File: src/rtl/cache_arbiter_if.sv
// Bus bundle between the arbiter, the two cache requesters and the burst memory.
// The arbiter side uses 'master' (it masters the memory bus and answers the caches);
// the environment (caches + memory) uses 'slave'.
interface cache_arbiter_if;
  logic         icache_pmem_read;
  logic [31:0]  icache_pmem_address;
  logic [255:0] icache_pmem_rdata;
  logic         icache_pmem_resp;

  logic         dcache_pmem_read;
  logic         dcache_pmem_write;
  logic [31:0]  dcache_pmem_address;
  logic [255:0] dcache_pmem_wdata;
  logic [255:0] dcache_pmem_rdata;
  logic         dcache_pmem_resp;

  logic         pmem_read;
  logic         pmem_write;
  logic [31:0]  pmem_address;
  logic [63:0]  pmem_wdata;
  logic [63:0]  pmem_rdata;
  logic         pmem_resp;

  modport master (
    input  icache_pmem_read, icache_pmem_address,
    output icache_pmem_rdata, icache_pmem_resp,
    input  dcache_pmem_read, dcache_pmem_write, dcache_pmem_address, dcache_pmem_wdata,
    output dcache_pmem_rdata, dcache_pmem_resp,
    output pmem_read, pmem_write, pmem_address, pmem_wdata,
    input  pmem_rdata, pmem_resp
  );

  modport slave (
    output icache_pmem_read, icache_pmem_address,
    input  icache_pmem_rdata, icache_pmem_resp,
    output dcache_pmem_read, dcache_pmem_write, dcache_pmem_address, dcache_pmem_wdata,
    input  dcache_pmem_rdata, dcache_pmem_resp,
    input  pmem_read, pmem_write, pmem_address, pmem_wdata,
    output pmem_rdata, pmem_resp
  );
endinterface

File: src/rtl/cache_arbiter.sv
// Two-requester cache arbiter: grants one 32-byte line transfer at a time to the
// icache or dcache and runs it as four 64-bit beats on the burst memory bus.
module cache_arbiter #(
  parameter bit DCACHE_PRIORITY = 1'b1  // 1: dcache wins a tie, 0: icache wins
) (
  input logic           clk,
  input logic           rst,   // asynchronous, active low
  cache_arbiter_if.master bus
);

  typedef enum logic [2:0] {IDLE, I_READ, D_READ, D_WRITE, DONE} state_t;

  state_t       state_q;
  logic [1:0]   beat_q;
  logic [31:0]  addr_q;
  logic [255:0] wline_q;    // dcache write line latched at grant
  logic [255:0] line_q;     // read line under assembly
  logic [255:0] irdata_q;   // last completed icache line
  logic [255:0] drdata_q;   // last completed dcache read line
  logic         rd_q, wr_q, iresp_q, dresp_q;

  logic         d_req, gnt_i, gnt_d, gnt_dw;
  logic [255:0] line_d;

  // Grant decision used only while IDLE; a write beats a read on the dcache side
  always_comb begin
    d_req  = bus.dcache_pmem_read | bus.dcache_pmem_write;
    gnt_d  = d_req & (~bus.icache_pmem_read | DCACHE_PRIORITY);
    gnt_i  = bus.icache_pmem_read & ~gnt_d;
    gnt_dw = gnt_d & bus.dcache_pmem_write;
  end

  // Line buffer with the incoming beat merged into the slice selected by the counter
  always_comb begin
    line_d = line_q;
    line_d[{beat_q, 6'd0} +: 64] = bus.pmem_rdata;
  end

  // Transaction FSM; memory strobes and cache responses are registered here
  always_ff @(posedge clk or negedge rst) begin
    if (!rst) begin
      state_q  <= IDLE;
      beat_q   <= 2'd0;
      addr_q   <= '0;
      wline_q  <= '0;
      line_q   <= '0;
      irdata_q <= '0;
      drdata_q <= '0;
      rd_q     <= 1'b0;
      wr_q     <= 1'b0;
      iresp_q  <= 1'b0;
      dresp_q  <= 1'b0;
    end else begin
      iresp_q <= 1'b0;
      dresp_q <= 1'b0;
      case (state_q)
        IDLE: begin
          if (gnt_d) begin
            addr_q <= {bus.dcache_pmem_address[31:5], 5'd0};
            beat_q <= 2'd0;
            if (gnt_dw) begin
              state_q <= D_WRITE;
              wr_q    <= 1'b1;
              wline_q <= bus.dcache_pmem_wdata;
            end else begin
              state_q <= D_READ;
              rd_q    <= 1'b1;
            end
          end else if (gnt_i) begin
            addr_q  <= {bus.icache_pmem_address[31:5], 5'd0};
            beat_q  <= 2'd0;
            state_q <= I_READ;
            rd_q    <= 1'b1;
          end
        end
        I_READ, D_READ, D_WRITE: begin
          // Cycles without a memory response simply hold everything
          if (bus.pmem_resp) begin
            beat_q <= beat_q + 2'd1;
            if (state_q != D_WRITE) line_q <= line_d;
            if (beat_q == 2'd3) begin
              state_q <= DONE;
              rd_q    <= 1'b0;
              wr_q    <= 1'b0;
              if (state_q == I_READ) begin
                irdata_q <= line_d;
                iresp_q  <= 1'b1;
              end else begin
                dresp_q <= 1'b1;
                if (state_q == D_READ) drdata_q <= line_d;
              end
            end
          end
        end
        // One-cycle response slot; requesters drop here, so no grant is taken
        DONE:    state_q <= IDLE;
        default: state_q <= IDLE;
      endcase
    end
  end

  assign bus.pmem_read         = rd_q;
  assign bus.pmem_write        = wr_q;
  assign bus.pmem_address      = addr_q;
  assign bus.pmem_wdata        = wr_q ? wline_q[{beat_q, 6'd0} +: 64] : 64'd0;
  assign bus.icache_pmem_rdata = irdata_q;
  assign bus.icache_pmem_resp  = iresp_q;
  assign bus.dcache_pmem_rdata = drdata_q;
  assign bus.dcache_pmem_resp  = dresp_q;

endmodule

File: src/flat_wrapper.sv
// flat-port wrapper written by rule: the top's interface ports become plain ports
module cache_arbiter_flat 
#(
  parameter bit DCACHE_PRIORITY = 1'b1                                         
)
  (clk, rst, bus_icache_pmem_read, bus_icache_pmem_address, bus_icache_pmem_rdata, bus_icache_pmem_resp, bus_dcache_pmem_read, bus_dcache_pmem_write, bus_dcache_pmem_address, bus_dcache_pmem_wdata, bus_dcache_pmem_rdata, bus_dcache_pmem_resp, bus_pmem_read, bus_pmem_write, bus_pmem_address, bus_pmem_wdata, bus_pmem_rdata, bus_pmem_resp);
  cache_arbiter_if bus_i ();
  input logic clk;
  input logic rst;
  input wire logic [$bits(bus_i.icache_pmem_read)-1:0] bus_icache_pmem_read;
  input wire logic [$bits(bus_i.icache_pmem_address)-1:0] bus_icache_pmem_address;
  output wire logic [$bits(bus_i.icache_pmem_rdata)-1:0] bus_icache_pmem_rdata;
  output wire logic [$bits(bus_i.icache_pmem_resp)-1:0] bus_icache_pmem_resp;
  input wire logic [$bits(bus_i.dcache_pmem_read)-1:0] bus_dcache_pmem_read;
  input wire logic [$bits(bus_i.dcache_pmem_write)-1:0] bus_dcache_pmem_write;
  input wire logic [$bits(bus_i.dcache_pmem_address)-1:0] bus_dcache_pmem_address;
  input wire logic [$bits(bus_i.dcache_pmem_wdata)-1:0] bus_dcache_pmem_wdata;
  output wire logic [$bits(bus_i.dcache_pmem_rdata)-1:0] bus_dcache_pmem_rdata;
  output wire logic [$bits(bus_i.dcache_pmem_resp)-1:0] bus_dcache_pmem_resp;
  output wire logic [$bits(bus_i.pmem_read)-1:0] bus_pmem_read;
  output wire logic [$bits(bus_i.pmem_write)-1:0] bus_pmem_write;
  output wire logic [$bits(bus_i.pmem_address)-1:0] bus_pmem_address;
  output wire logic [$bits(bus_i.pmem_wdata)-1:0] bus_pmem_wdata;
  input wire logic [$bits(bus_i.pmem_rdata)-1:0] bus_pmem_rdata;
  input wire logic [$bits(bus_i.pmem_resp)-1:0] bus_pmem_resp;
  assign bus_i.icache_pmem_read = bus_icache_pmem_read;
  assign bus_i.icache_pmem_address = bus_icache_pmem_address;
  assign bus_icache_pmem_rdata = bus_i.icache_pmem_rdata;
  assign bus_icache_pmem_resp = bus_i.icache_pmem_resp;
  assign bus_i.dcache_pmem_read = bus_dcache_pmem_read;
  assign bus_i.dcache_pmem_write = bus_dcache_pmem_write;
  assign bus_i.dcache_pmem_address = bus_dcache_pmem_address;
  assign bus_i.dcache_pmem_wdata = bus_dcache_pmem_wdata;
  assign bus_dcache_pmem_rdata = bus_i.dcache_pmem_rdata;
  assign bus_dcache_pmem_resp = bus_i.dcache_pmem_resp;
  assign bus_pmem_read = bus_i.pmem_read;
  assign bus_pmem_write = bus_i.pmem_write;
  assign bus_pmem_address = bus_i.pmem_address;
  assign bus_pmem_wdata = bus_i.pmem_wdata;
  assign bus_i.pmem_rdata = bus_pmem_rdata;
  assign bus_i.pmem_resp = bus_pmem_resp;
  cache_arbiter #(.DCACHE_PRIORITY(DCACHE_PRIORITY)) u_core (.clk(clk), .rst(rst), .bus(bus_i));
endmodule
File: config.mk
export PLATFORM = sky130hd
export DESIGN_NAME = cache_arbiter_flat
export DESIGN_NICKNAME = d
export VERILOG_FILES = /design/src/rtl/cache_arbiter_if.sv /design/src/rtl/cache_arbiter.sv /design/src/flat_wrapper.sv
export SDC_FILE = /design/constraint.sdc
export NUM_CORES = 2
export LEC_CHECK = 0
export ABC_AREA = 1
export CORE_AREA = 2 2 386 388
export DETAILED_ROUTE_END_ITERATION = 6
export DIE_AREA = 0 0 388 390
export HOLD_SLACK_MARGIN = 0.06
export SLEW_MARGIN = 20
export SYNTH_ARGS = -nofsm -noshare
export SYNTH_HDL_FRONTEND = slang
export SYNTH_SLANG_ARGS = --single-unit
File: constraint.sdc
create_clock -name clk -period 4.4 [get_ports clk]
set_input_delay 0.88 -clock clk [delete_from_list [all_inputs] [get_ports clk]]
set_output_delay 0.88 -clock clk [all_outputs]
set_load 0.05 [all_outputs]
==> flow_summary_export.csv <==
group,metric,value,unit
run_status,status,"complete, no violations",
detailed_routing,drtPass1Iterations,6,
setup_path,reg2reg_setup_slack,1000,ps
setup_path,critPathKind,"reg -> out",
logic_synthesis,ys_seq_elements,1060,
logic_synthesis,syn_inst,5608,
power,pwr-share-comb,48.6,%
final_layout,nNetsFinal,6848,
sta,drv_slew,0,
placement,placed_cell_area,57400,um2
power,p_int,25.5,mW
final_layout,syn_to_final_growth,34.7,%
final_layout,final_common_cell,"nand2_1",
final_layout,final_cell_mix,"2789 x nand2_1, 1058 x dfrtp_1, 950 x clkdlybuf4s50_1",
floorplan,die_h,390,um
sta,final-setup-viol-count,0,
setup_path,critPathLaunch,"u_core.beat_q[1]",
power,vdd_ir_drop_max,0.000651,V
sta,fin_setup_tns,0,ps
global_route,gr-total-overflow,0,
sta,worst_slew_pin_slew,1080,ps
global_route,grt_max_degree,161,
global_route,track_usage,22.7,%
setup_path,cp.arrival,3390,ps
logic_synthesis,yosys_warnings,0,
placement,hpwl,120000,um
logic_synthesis,synth-seq-area-share,58.2,%
global_route,first_global_vias,39642,
setup_path,r2r-end,"u_core.bus.icache_pmem_rdata[236]",
detailed_routing,wire_per_inst,20.7,um
logic_synthesis,ys.flop_type,"dfrtp_1",
setup_path,worstPathMaxFanout,65,
setup_path,worst_setup_path_start_kind,"flip-flop",
floorplan,rows,141,
logic_synthesis,synth_area,45500,um2
logic_synthesis,syn_avg_cell_area,8.12,um2
power,seqPwrFrac,31.1,%
setup_path,end_kind,"primary output",
setup_path,regToRegStartpoint,"u_core.beat_q[1]",
setup_path,critical_path.slowest_cell,"clkdlybuf4s50_1",
floorplan,die_w,388,um
floorplan,initial_core_util,31.0,%
sta,fin_crit_sh,97.0,%
hold_path,min_path_type,"in -> async",
floorplan,core_area,147000,um2
final_layout,drive_above_1_share,5.39,%
cts,cts_sinks,1060,
detailed_routing,drt-total-wl,176000,um
power,clkPwrFrac,20.2,%
placement,gp_congestion,0.881,
cts,ctsResizeCount,0,
logic_synthesis,synth_edf_count,0,
setup_path,crit_top_cell,"a21oi_1",
cts,postCtsSetupBuffers,0,
power,switching_share,47.6,%
global_route,grt_antenna_before_repair,22,
floorplan,die_area,151000,um2
cts,cts_buffer_depth,3,
sta,rsz0062_at_grt,"no",
detailed_routing,via_per_inst,4.84,
run,maxCapViolations,0,
cts,cts.hold.buffers_added,0,
floorplan,io-pin-count,1002,
final_layout,final_cell_area,61300,um2
logic_synthesis,ys_types,25,
setup_path,cp_slowest_stage_delay,830,ps
logic_synthesis,ys_async_sr_fraction,100,%
setup_path,crit_path_cell_trace,"inv_2 > buf_12 > a21oi_1 > o21ai_0 > a21oi_1 > clkdlybuf4s50_1",
sta,max_freq,234,MHz
detailed_routing,drtIter0Drc,3583,
setup_path,required,3520,ps
sta,clock_skew,69.0,ps
detailed_routing,num_vias,41135,
cts,cts-htree-levels,3,
cts,insertion_delay,770,ps
power,power.leakage,29.5,nW
global_route,grt_pass1_wl,260000,um
sta,hold_violations,0,
power,p_sw,23.2,mW
sta,fin_crit,4270,ps
cts,cts_tree,"built",
detailed_routing,route.detailed.drc,0,
cts,path_clk_slew,60,ps
detailed_routing,route.antenna.remaining_nets,0,
cts,numCtsBuffers,114,
power,p_per_area,793,nW/um2
sta,slew_headroom,27.9,%
setup_path,ff2ff_path_depth,9,
placement,port-buffer-count,986,
cts,clockRootBuffer,"clkbuf_16",
critical path: cells and delay by family (launching register included):
kind,cells,cell delay (ps)
buf+inv,3,1280
flops,1,680
compound gates,3,600
per-layer routing:
| metal | global-route usage, % | up-vias | share of wire [%] |
|---|---|---|---|
| met1 | 30.1 | 19862 | 42 |
| met2 | 35.7 | 1737 | 46 |
| met3 | 5.18 | 283 | 8.2 |
| met5 | 0 | - | 0.030 |
| met4 | 9.55 | 8 | 4.0 |
| li1 | - | 19245 | - |
final cells by class:
type	count	area, um2
multi-input combinational	3819	16000
fill	14781	85800
clock inverter	43	518
tap	1930	2410
sequential	1060	26500
antenna	17	42.5
timing repair buffer	1089	11100
inverter	368	1420
clock buffer	170	3340
worst max path at each step:
stage,cells after the start,end
after floorplan,6,bus_pmem_wdata[33]
after global placement,6,bus_pmem_wdata[3]
after detailed placement,6,bus_pmem_wdata[3]
after CTS,6,bus_pmem_wdata[3]
after global routing,4,bus_pmem_wdata[3]
final,6,bus_pmem_wdata[3]
through the flow:
step	hold slack (ps)	setup WS [ps]	power, mW	cells	utilization [%]
6_report	122	132	48.7	8496	41.7
5_1_grt	128	2.72	51.2	8491	41.7
4_1_cts	96.9	85.3	49.1	8479	41.7
3_5_place_dp	453	902	39.0	8266	39.0
3_3_place_gp	449	939	38.8	8266	39.0
2_1_floorplan	437	1540	29.4	5612	-
Yosys cell counts (2+ instances only):
cell	count	area, um2
a21oi_1	193	966
buf_1	19	71.3
buf_2	224	1120
buf_4	22	165
clkbuf_1	99	372
dfrtp_1	1060	26500
ha_1	6	75.1
inv_1	356	1340
inv_2	12	45.0
nand2_1	2791	10500
nand3_1	132	661
nand3_2	2	20.0
nor2_1	9	33.8
nor2_4	3	33.8
nor3_1	2	10.0
o211ai_1	27	203
o21ai_0	398	1990
o21ai_1	119	596
o22ai_1	128	801
logic make-up after synthesis:
kind of cell | count (synthesis) | share of synthesized area, %
simple gates | 2942 | 24.7
other cells | 1 | 0.00823
flops | 1060 | 58.2
fa+ha+maj | 6 | 0.165
buf+inv | 733 | 6.85
compound gates | 866 | 10.0
flip-flops by register name, summed over array words and instances (netlist names):
name / flops
u_core.bus.pmem_address: 27
u_core.state_q: 3
u_core.bus.dcache_pmem_resp: 1
u_core.bus.icache_pmem_rdata: 256
u_core.line_q: 256
u_core.bus.pmem_read: 1
u_core.bus.icache_pmem_resp: 1
u_core.beat_q: 2
u_core.bus.dcache_pmem_rdata: 256
u_core.wline_q: 256
u_core.bus.pmem_write: 1
power groups by stage:
stage	logic (mW)	clock network [mW]	registers [mW]
2_1_floorplan	8.54	0	20.9
3_3_place_gp	23.6	0	15.2
3_5_place_dp	23.8	0	15.2
4_1_cts	23.9	10.1	15.1
5_1_grt	25.3	10.5	15.5
6_report	23.7	9.85	15.1
Note: power is estimated with default switching activity, not from simulation.
